`src/rtl/ld_ec_pkg.sv`:
```
`default_nettype none
// ============================================================================
//  Module   : ld_ec_pkg
//  Desc     : Shared types and constants for the Lopez-Dahab point adder:
//             FSM state encoding, step count, default field parameters and
//             the schedule-slot indices of the shared multiplier.
//  Revision : 1.0  initial release
// ============================================================================
package ld_ec_pkg;

    typedef enum logic [1:0] {
        IDLE = 2'd0,
        CALC = 2'd1,
        DONE = 2'd2
    } ld_state_t;

    localparam int LD_NUM_STEPS = 20;
    localparam int LD_STEP_W    = 5;

    // Default field: GF(2^4) with x^4 + x + 1, curve coefficient a = x^2
    localparam int         LD_DEF_M      = 4;
    localparam logic [4:0] LD_DEF_POLY   = 5'b10011;
    localparam logic [3:0] LD_DEF_A_COEF = 4'b0100;

    // Schedule slots; each step also owns the bank entry of the same index
    localparam logic [LD_STEP_W-1:0] ST_Z0SQ = 5'd0;   // Z0^2
    localparam logic [LD_STEP_W-1:0] ST_Z1SQ = 5'd1;   // Z1^2
    localparam logic [LD_STEP_W-1:0] ST_A0   = 5'd2;   // Y1*Z0^2
    localparam logic [LD_STEP_W-1:0] ST_C    = 5'd3;   // A0 + Y0*Z1^2
    localparam logic [LD_STEP_W-1:0] ST_B0   = 5'd4;   // X1*Z0
    localparam logic [LD_STEP_W-1:0] ST_D    = 5'd5;   // B0 + X0*Z1
    localparam logic [LD_STEP_W-1:0] ST_E    = 5'd6;   // Z0*Z1
    localparam logic [LD_STEP_W-1:0] ST_F    = 5'd7;   // D*E
    localparam logic [LD_STEP_W-1:0] ST_Z2   = 5'd8;   // F^2
    localparam logic [LD_STEP_W-1:0] ST_E2   = 5'd9;   // E^2
    localparam logic [LD_STEP_W-1:0] ST_T    = 5'd10;  // F + a*E^2
    localparam logic [LD_STEP_W-1:0] ST_D2   = 5'd11;  // D^2
    localparam logic [LD_STEP_W-1:0] ST_G    = 5'd12;  // D^2*T
    localparam logic [LD_STEP_W-1:0] ST_H    = 5'd13;  // C*F
    localparam logic [LD_STEP_W-1:0] ST_X2   = 5'd14;  // C^2 + H + G
    localparam logic [LD_STEP_W-1:0] ST_U    = 5'd15;  // D^2*B0
    localparam logic [LD_STEP_W-1:0] ST_I    = 5'd16;  // U*E + X2
    localparam logic [LD_STEP_W-1:0] ST_J    = 5'd17;  // D^2*A0 + X2
    localparam logic [LD_STEP_W-1:0] ST_V    = 5'd18;  // H*I
    localparam logic [LD_STEP_W-1:0] ST_Y2   = 5'd19;  // V + Z2*J

endpackage
`default_nettype wire

```
`src/rtl/gf2m_mult.sv`:
```
`default_nettype none
// ============================================================================
//  Module   : gf2m_mult
//  Desc     : Combinational GF(2^M) multiplier, polynomial basis, reduced
//             modulo POLY. Horner-style: walk multiplier bits MSB first,
//             doubling (times x, reduce) then conditionally adding i_a.
//  Revision : 1.0  initial release
// ============================================================================
module gf2m_mult
    import ld_ec_pkg::*;
#(
    parameter int           M    = LD_DEF_M,
    parameter logic [M:0]   POLY = LD_DEF_POLY
) (
    input  logic [M-1:0] i_a,
    input  logic [M-1:0] i_b,
    output logic [M-1:0] o_p
);

    logic [M-1:0] w_acc;

    // Shift-and-add product with on-the-fly reduction
    always_comb begin
        w_acc = '0;
        for (int i = M - 1; i >= 0; i--) begin
            w_acc = {w_acc[M-2:0], 1'b0} ^ (w_acc[M-1] ? POLY[M-1:0] : '0);
            if (i_b[i]) begin
                w_acc = w_acc ^ i_a;
            end
        end
        o_p = w_acc;
    end

endmodule
`default_nettype wire

```
`src/rtl/ld_point_add_seq.sv`:
```
`default_nettype none
// ============================================================================
//  Module   : ld_point_add_seq
//  Desc     : Sequential Lopez-Dahab projective point adder over GF(2^M).
//             One shared multiplier runs a fixed 20-step schedule; field
//             additions are folded into the step that consumes them.
//             Optional macro LD_PADD_INF_EN adds a point-at-infinity bypass
//             (Z0==0 or Z1==0 at capture skips the schedule).
//  Revision : 1.0  initial release
// ============================================================================
module ld_point_add_seq
    import ld_ec_pkg::*;
#(
    parameter int           M      = LD_DEF_M,
    parameter logic [M:0]   POLY   = LD_DEF_POLY,
    parameter logic [M-1:0] A_COEF = LD_DEF_A_COEF
) (
    input  logic         clk,
    input  logic         rst_n,
    input  logic         in_valid,
    output logic         in_ready,
    input  logic [M-1:0] X0,
    input  logic [M-1:0] Y0,
    input  logic [M-1:0] Z0,
    input  logic [M-1:0] X1,
    input  logic [M-1:0] Y1,
    input  logic [M-1:0] Z1,
    output logic         out_valid,
    input  logic         out_ready,
    output logic [M-1:0] X2,
    output logic [M-1:0] Y2,
    output logic [M-1:0] Z2
);

    ld_state_t            r_state;
    ld_state_t            w_state_nxt;
    logic [LD_STEP_W-1:0] r_step;
    logic [LD_STEP_W-1:0] w_step_nxt;

    logic [M-1:0] r_x0, r_y0, r_z0, r_x1, r_y1, r_z1;
    logic [M-1:0] r_bank [0:LD_NUM_STEPS-1];
    logic [M-1:0] r_x2, r_y2, r_z2;

    logic [M-1:0] w_opa, w_opb, w_add, w_prod, w_res;
    logic         w_accept;
    logic         w_inf;

    // in_ready is held low while reset is asserted
    assign in_ready  = rst_n && (r_state == IDLE);
    assign out_valid = (r_state == DONE);
    assign w_accept  = in_valid && in_ready;
    assign w_res     = w_prod ^ w_add;

    assign X2 = r_x2;
    assign Y2 = r_y2;
    assign Z2 = r_z2;

`ifdef LD_PADD_INF_EN
    logic [M-1:0] w_byp_x, w_byp_y, w_byp_z;

    assign w_inf = (Z0 == '0) || (Z1 == '0);

    // Bypass result: the finite operand, or infinity when both are infinite
    always_comb begin
        w_byp_x = '0;
        w_byp_y = '0;
        w_byp_z = '0;
        if ((Z0 == '0) && (Z1 != '0)) begin
            w_byp_x = X1;
            w_byp_y = Y1;
            w_byp_z = Z1;
        end else if ((Z0 != '0) && (Z1 == '0)) begin
            w_byp_x = X0;
            w_byp_y = Y0;
            w_byp_z = Z0;
        end
    end
`else
    assign w_inf = 1'b0;
`endif

    gf2m_mult #(
        .M    (M),
        .POLY (POLY)
    ) u_mult (
        .i_a (w_opa),
        .i_b (w_opb),
        .o_p (w_prod)
    );

    // Multiplier operand selection and folded addend for the current step
    always_comb begin
        w_opa = '0;
        w_opb = '0;
        w_add = '0;
        case (r_step)
            ST_Z0SQ: begin w_opa = r_z0;            w_opb = r_z0;            end
            ST_Z1SQ: begin w_opa = r_z1;            w_opb = r_z1;            end
            ST_A0:   begin w_opa = r_y1;            w_opb = r_bank[ST_Z0SQ]; end
            ST_C:    begin w_opa = r_y0;            w_opb = r_bank[ST_Z1SQ];
                           w_add = r_bank[ST_A0];                            end
            ST_B0:   begin w_opa = r_x1;            w_opb = r_z0;            end
            ST_D:    begin w_opa = r_x0;            w_opb = r_z1;
                           w_add = r_bank[ST_B0];                            end
            ST_E:    begin w_opa = r_z0;            w_opb = r_z1;            end
            ST_F:    begin w_opa = r_bank[ST_D];    w_opb = r_bank[ST_E];    end
            ST_Z2:   begin w_opa = r_bank[ST_F];    w_opb = r_bank[ST_F];    end
            ST_E2:   begin w_opa = r_bank[ST_E];    w_opb = r_bank[ST_E];    end
            ST_T:    begin w_opa = A_COEF;          w_opb = r_bank[ST_E2];
                           w_add = r_bank[ST_F];                             end
            ST_D2:   begin w_opa = r_bank[ST_D];    w_opb = r_bank[ST_D];    end
            ST_G:    begin w_opa = r_bank[ST_D2];   w_opb = r_bank[ST_T];    end
            ST_H:    begin w_opa = r_bank[ST_C];    w_opb = r_bank[ST_F];    end
            ST_X2:   begin w_opa = r_bank[ST_C];    w_opb = r_bank[ST_C];
                           w_add = r_bank[ST_H] ^ r_bank[ST_G];              end
            ST_U:    begin w_opa = r_bank[ST_D2];   w_opb = r_bank[ST_B0];   end
            ST_I:    begin w_opa = r_bank[ST_U];    w_opb = r_bank[ST_E];
                           w_add = r_bank[ST_X2];                            end
            ST_J:    begin w_opa = r_bank[ST_D2];   w_opb = r_bank[ST_A0];
                           w_add = r_bank[ST_X2];                            end
            ST_V:    begin w_opa = r_bank[ST_H];    w_opb = r_bank[ST_I];    end
            ST_Y2:   begin w_opa = r_bank[ST_Z2];   w_opb = r_bank[ST_J];
                           w_add = r_bank[ST_V];                             end
            default: ;
        endcase
    end

    // State and step-counter register
    always_ff @(posedge clk or negedge rst_n) begin
        if (!rst_n) begin
            r_state <= IDLE;
            r_step  <= '0;
        end else begin
            r_state <= w_state_nxt;
            r_step  <= w_step_nxt;
        end
    end

    // Next-state logic: IDLE -> CALC (or DONE on bypass) -> DONE -> IDLE
    always_comb begin
        w_state_nxt = r_state;
        w_step_nxt  = r_step;
        case (r_state)
            IDLE: begin
                if (w_accept) begin
                    w_step_nxt  = '0;
                    w_state_nxt = w_inf ? DONE : CALC;
                end
            end
            CALC: begin
                if (r_step == ST_Y2) begin
                    w_step_nxt  = '0;
                    w_state_nxt = DONE;
                end else begin
                    w_step_nxt  = r_step + LD_STEP_W'(1);
                end
            end
            DONE: begin
                if (out_ready) begin
                    w_state_nxt = IDLE;
                end
            end
            default: begin
                w_state_nxt = IDLE;
                w_step_nxt  = '0;
            end
        endcase
    end

    // Operand capture, intermediate bank writes and result registers
    always_ff @(posedge clk or negedge rst_n) begin
        if (!rst_n) begin
            r_x0 <= '0;
            r_y0 <= '0;
            r_z0 <= '0;
            r_x1 <= '0;
            r_y1 <= '0;
            r_z1 <= '0;
            r_x2 <= '0;
            r_y2 <= '0;
            r_z2 <= '0;
            for (int k = 0; k < LD_NUM_STEPS; k++) begin
                r_bank[k] <= '0;
            end
        end else begin
            if (w_accept) begin
                r_x0 <= X0;
                r_y0 <= Y0;
                r_z0 <= Z0;
                r_x1 <= X1;
                r_y1 <= Y1;
                r_z1 <= Z1;
`ifdef LD_PADD_INF_EN
                if (w_inf) begin
                    r_x2 <= w_byp_x;
                    r_y2 <= w_byp_y;
                    r_z2 <= w_byp_z;
                end
`endif
            end
            if (r_state == CALC) begin
                r_bank[r_step] <= w_res;
                // Results only update as the schedule completes, so they
                // stay stable throughout DONE
                if (r_step == ST_Y2) begin
                    r_x2 <= r_bank[ST_X2];
                    r_y2 <= w_res;
                    r_z2 <= r_bank[ST_Z2];
                end
            end
        end
    end

endmodule
`default_nettype wire
```
`config.mk`:
```
export PLATFORM = sky130hd
export DESIGN_NAME = ld_point_add_seq
export DESIGN_NICKNAME = d
export VERILOG_FILES = /design/src/rtl/ld_ec_pkg.sv /design/src/rtl/gf2m_mult.sv /design/src/rtl/ld_point_add_seq.sv
export SDC_FILE = /design/constraint.sdc
export NUM_CORES = 1
export LEC_CHECK = 0
export CORE_MARGIN = 2
export CORE_UTILIZATION = 45
export CTS_BUF_LIST = sky130_fd_sc_hd__clkbuf_4 sky130_fd_sc_hd__clkbuf_8
export DETAILED_ROUTE_END_ITERATION = 6
export GPL_ROUTABILITY_DRIVEN = 1
export GPL_TIMING_DRIVEN = 0
export PLACE_DENSITY = 0.66
export SLEW_MARGIN = 20
export SYNTH_ARGS = -nofsm -noshare
export SYNTH_HDL_FRONTEND = slang
export SYNTH_SLANG_ARGS = --single-unit
```
`constraint.sdc`:
```
create_clock -name clk -period 3.5 [get_ports clk]
set_clock_uncertainty 0.15 [all_clocks]
set_input_delay 0.875 -clock clk [delete_from_list [all_inputs] [get_ports clk]]
set_output_delay 0.875 -clock clk [all_outputs]
set_load 0.005 [all_outputs]
```
### Word-level counts from Yosys, hierarchy flattened

Cells that the tools add are included.

* bits in registers: 123
* latch bits: 0
* bits in writable memories: 0
* bits in read-only memories: 0
* input bits: 28
* output and inout bits: 14
* word-level logic and storage cells: 105
* memories: 0

* $add $sub $neg: 1
* multipliers: 0
* divide/modulo/power cells: 0
* $lt $le $gt $ge: 2
* equality and inequality tests: 24
* shifts and indexed selects: 0
* multiplexer cells: 20
* bitwise gates (word level): 10
* reductions and logical operators: 17

Operators by type and width (number)
* $bwmux 80: 1
* $pmux 4 s15: 1
* $pmux 4 s14: 1
* $eq 5x4->1 const B: 8
* $xor 4x4->4: 8
* $pmux 4 s6: 1
* $demux 4 s5: 1
* $eq 5x3->1 const B: 4
* $eq 5x5->1 const B: 4
* $mux 4: 5
* $pmux 5 s3: 1
* $mux 2: 6
* $reduce_or 2->1: 6
* $eq 5x2->1 const B: 2
* $mux 5: 2
* $reduce_or 3->1: 3
* $ge 6x6->1 const B: 1
* $lt 6x1->1 const B: 1
* $not 5->6: 1
* $pmux 2 s3: 1
* $add 5x1->5 const B: 1
* $eq 5x1->1 const B: 1
* $logic_not 5->1: 1
* $ne 2x2->1 const B: 2
* other kinds (8): 11

### Logic depth before layout (Yosys ltp)

* depth in word-level cells: 18
* gate-level depth with buffers: 16
* mapped depth without buffers: 11

### By module

Synthesis repeated with hierarchy kept, for this count alone.

* cell total of the unflattened synthesis: 600
* area total of the unflattened synthesis: 6072.1 um2

By module, submodules not included
* ld_point_add_seq: instances 1, cells each 573, area each 5859.4 um2, sequential area each 2977.9 um2
* gf2m_mult: instances 1, cells each 27, area each 212.7 um2, sequential area each 0.0 um2

### Worst setup path before layout

OpenSTA, ideal clock, no wires.

* kind: register to register
* start point: reg r_step[0]
* end point: reg r_bank[10] (netlist bit)
* setup time: 0.125 ns
* arrival: 3.310 ns
* data required time: 3.225 ns
* slack: -0.085 ns
* cell stages (with the launch flop): 15
* path buffers: 3
* period minus slack after synthesis: 3.585 ns
* cells stage by stage: dfrtp_1 -> ha_1 -> clkbuf_1 -> clkbuf_1 -> and3_1 -> ha_1 -> a22o_1 -> a2111o_1 -> a2111oi_4 -> nor2b_2 -> xnor2_1 -> mux2i_1 -> xnor2_1 -> buf_2 -> mux2_2

* cells in the longest elaborated chain, start to end: 16
* elaborated cells on any way between the ends: 52
* classes of those cells: order compare: 2; eq/ne: 19; mux: 12; bitwise: 8; reduce/logical: 11

RTL lines
* start: declaration: line ld_point_add_seq.sv:37 `logic [LD_STEP_W-1:0] r_step;`
* start signal: assignment: line ld_point_add_seq.sv:135 `r_step <= w_step_nxt;`
* $eq 5x5->1, or another cell as far along: line ld_point_add_seq.sv:96 `case (r_step)`
* $reduce_or 3->1 (no line) or $reduce_or 2->1 (tied branches)
* $pmux 4 s15 or $pmux 4 s14 (tied branches): line ld_point_add_seq.sv:96
* $mux 4: line gf2m_mult.sv:27 `if (i_b[i]) begin`
* $mux 2 or $xor 4x4->4 (tied branches): line gf2m_mult.sv:26 `w_acc = {w_acc[M-2:0], 1'b0} ^ (w_acc[M-1] ? POLY[M-1:0] : '0);`
* $xor 4x4->4 (on tied branches): line gf2m_mult.sv:26, gf2m_mult.sv:28
* $xor 4x4->4 or $mux 4 (tied branches): line gf2m_mult.sv:28, gf2m_mult.sv:27
* $mux 4 or $mux 2 (tied branches): line gf2m_mult.sv:27, gf2m_mult.sv:26
* $xor 4x4->4: line gf2m_mult.sv:26
* $xor 4x4->4: line gf2m_mult.sv:28 `w_acc = w_acc ^ i_a;`
* $mux 4: line gf2m_mult.sv:27
* $xor 4x4->4: line gf2m_mult.sv:26
* $xor 4x4->4: line gf2m_mult.sv:28
* $mux 4: line gf2m_mult.sv:27
* $xor 4x4->4: line ld_point_add_seq.sv:52 `assign w_res = w_prod ^ w_add;`
* $bwmux 80 *: line ld_point_add_seq.sv:202 `r_bank[r_step] <= w_res;`
* end signal: indexed assignment: line ld_point_add_seq.sv:202
* end: declaration: line ld_point_add_seq.sv:41 `logic [M-1:0] r_bank [0:LD_NUM_STEPS-1];`

Every way passes the cells marked *; elsewhere a longest branch is shown, timed or not.
A chain may end at the register's enable or synchronous reset.

### Worst setup path after layout

* start point: reg r_step[1]
* end point: reg r_bank[31] (netlist bit)

* cells in the longest elaborated chain, start to end: 16
* elaborated cells on any way between the ends: 51
* classes of those cells: order compare: 2; eq/ne: 19; mux: 11; bitwise: 8; reduce/logical: 11

RTL lines (line)
* $eq 5x5->1, or another cell as far along: ld_point_add_seq.sv:96
* $reduce_or 3->1 (no line) or $reduce_or 2->1 (tied branches)
* $pmux 4 s15 or $pmux 4 s14 (tied branches): ld_point_add_seq.sv:96
* $mux 4: gf2m_mult.sv:27
* $mux 2: gf2m_mult.sv:26
* $xor 4x4->4: gf2m_mult.sv:26
* $xor 4x4->4: gf2m_mult.sv:28
* $mux 4: gf2m_mult.sv:27
* $xor 4x4->4: gf2m_mult.sv:26
* $xor 4x4->4: gf2m_mult.sv:28
* $mux 4: gf2m_mult.sv:27
* $xor 4x4->4: gf2m_mult.sv:26
* $xor 4x4->4: gf2m_mult.sv:28
* $mux 4: gf2m_mult.sv:27
* $xor 4x4->4: ld_point_add_seq.sv:52
* $bwmux 80 *: ld_point_add_seq.sv:202

Marks and branches as above.

==> summary.md <==
| Metric | Value |
|---|---|
| Drt first pass iters | 5 |
| Max cap viols | 0 |
| Setup CP Type | reg -> reg |
| Share of layout cells above drive strength 1 | 40.5% |
| Final Util | 63.5% |
| # diodes | 0 |
| Maximum clock rate | 270 MHz |
| Longest Clk Path Bufs | 2 |
| Slew HR | between 50% and 60% |
| Hold Path Class | in -> async |
| Register area share after synthesis | 47.8% |
| Gr ovfl total | 0 |
| Initial antenna violation count | 0 |
| Ys async rst share | 100% |
| DIE AREA | 14800 um^2 |
| IO Count | 42 |
| CP arrival | 3890 ps |
| Gr usage total | a little under a third |
| Syn Area/Cell | 11.0 um^2 |
| Most common cell after layout, fill and taps aside | dfrtp_1 |
| CTS tree | built |
| Wire per inst | 24.7 um |
| H-tree Lvls | 4 |
| DRC | 0 |
| Reg2reg start | r_step[1] |
| Routed Antenna Nets | 0 |
| Yosys reg bits | 119 |
| Die height | 122 um |
| Clock slew at reported path FFs | 70 ps |
| Cells after DPL | 784 |
| Clk Latency, worst-skew pair | 450 ps |
| Startpoint Class | flip-flop |
| # setup viols final | 80 |
| Area grow syn2layout | 36.7% |
| Pins over their slew limit | 0 |
| Clock root buffer | clkbuf_8 |
| TritonCTS Buffers | 17 |
| RSZ-0062 raised after global routing | yes |
| Floorplan core area | 13400 um^2 |
| Vias | 5357 |
| Fin nets | 717 |
| Routability cong. | 1.02 |
| Cells after Synth | 566 |
| Initial Util | 46.4% |
| Hold_ws | 171 ps |
| Tcrit/Tclk final | 106% |
| CP Max Fanout | 10 |
| Hold Fails Final Rpt | 0 |
| WL final | ~22000 um |
| Status | complete, but fails checks |
| PortBufs | 41 |
| Most frequent cells in the layout | 116 x dfrtp_1, 73 x mux2_2, 66 x nand2_1 |
| Actual slew at the worst max-slew pin | 684 ps |
| FP Rows | 42 |
| Final min period | 3700 ps |
| Failing checks | negative setup slack |
| Via/cell ratio | 6.16 |
| Top flop regs | r_bank x76, r_step x5 |
| Vias in the first global route | 5548 |
| Pin count of the biggest net entering global routing | 49 |
| Worst Slack Setup Final | -200 ps |
| YS warnings | 0 |
| Post-DP HPWL | 13900 um |
| Final Non-Filler Cells | just under 900 |
| Die X | 122 um |
| Syn nets | 599 |
| Number of library cell types mapped by synthesis | between 60 and 70 |
| Clk sinks | 119 |
| Setup TNS | -13190 ps |
| Mapped Area | 6220 um^2 |
| Worst Setup End Kind | flip-flop |
| Number of flip-flops in the largest register | between 70 and 80 |
| First-pass GRT wire length | 33000 um |
| Initial DRC Count | approximately 480 |
| Hold_buf cts | 0 |
| Biggest register | r_bank |
| Setup crit start | r_step[1] |
| Worst Path Required | 3690 ps |
| Number of synthesized flops with an enable pin | 0 |
| Ys flop type | dfrtp_1 |
[cells by family after synthesis]
kind of cell               count (synthesis)  synth area share [%]
AOI/OAI and AO/OA                        119                  13.7
DFF                                      119                  47.8
xor gates and xnor gates                  22                  3.56
buffers and inverters                     44                  3.44
adders and majority gates                  5                  1.01
muxes                                     86                  15.7
and+or+nand+nor                          171                  14.7
[what timing repair did]
item	in CTS	in global routing
setup endpoints to repair	81	81
gates cloned	6	0
resized for setup	146	62
setup buffers	42	16
pin swaps	28	39
[worst max-delay path: stages, from the launching register on]
cell and delay, ps:
dfrtp_2 420, buf_6 120, buf_4 130, ha_4 180, buf_6 140, buf_8 130
a22oi_2 240, o2bb2ai_4 110, nor4_4 350, and4_4 330, buf_6 130, nand2_1 50
mux2_2 280, o32ai_2 170, xnor2_2 170, buf_6 180, mux2_2 270
[synth_stat cells (all sizes together), types with 3 or more instances]
cell / count / area share, %
nand3: 16 / 1.3
inv: 5 / 0.30
nand2b: 5 / 0.50
a221o: 3 / 0.48
nand2: 66 / 4.0
and3: 8 / 0.82
clkbuf: 20 / 1.2
mux2i: 4 / 0.64
a32o: 6 / 0.97
and4: 3 / 0.42
o2bb2ai: 5 / 0.70
nand3b: 6 / 0.72
a22o: 11 / 1.5
and2: 5 / 0.50
o21ai: 50 / 4.0
mux2: 82 / 15
a221oi: 5 / 0.70
a222oi: 3 / 0.48
xnor2: 12 / 1.9
nor3b: 4 / 0.48
nor2: 24 / 1.4
nor2b: 11 / 1.1
a2111oi: 4 / 1.2
nor4b: 3 / 0.86
a22oi: 12 / 1.4
xor2: 9 / 1.3
a21oi: 8 / 0.64
ha: 5 / 1.0
a32oi: 3 / 0.42
nor3: 3 / 0.24
dfrtp: 119 / 48
nand4: 4 / 0.40
buf: 19 / 1.9
[cell type report]
class | count | area, um^2
fill | 1066 | 4890
multi-input combinational | 403 | 3470
sequential | 119 | 2980
timing repair buffer | 103 | 991
buffer | 35 | 370
clock buffer | 21 | 283
tap | 176 | 220
clock inverter | 8 | 171
inverter | 5 | 18.8
[metrics by stage]
step	instance area, um^2	setup slack (ps)
after global placement	6860	-3760
after detailed placement	6880	-877
final	8510	-200
after CTS	8250	-171
after global routing	8510	-276
after floorplan	6220	38.2
[routing by layer]
layer  track usage [%]  routed length, um  vias to the layer above
met5                 0                  0                        -
met4              12.6                912                        0
met3              7.21               1850                       81
met2              50.2              10300                      300
met1              39.2               8480                     2673
li1                  -                  -                     2303
[final timing paths]
check,end,slack (ps),depth (start not counted)
min in group clk,Y2[0],330,2
hold reg to reg,Y2[0],330,2
hold / removal,r_y1[1],170,1
setup reg to reg,r_bank[31],-200,16
setup / recovery,r_bank[31],-200,16
max in group asynchronous,r_z0[2],2310,2
Power is not shown: default switching activity piles up to over one toggle a cycle in this logic, so the estimate is an artifact.
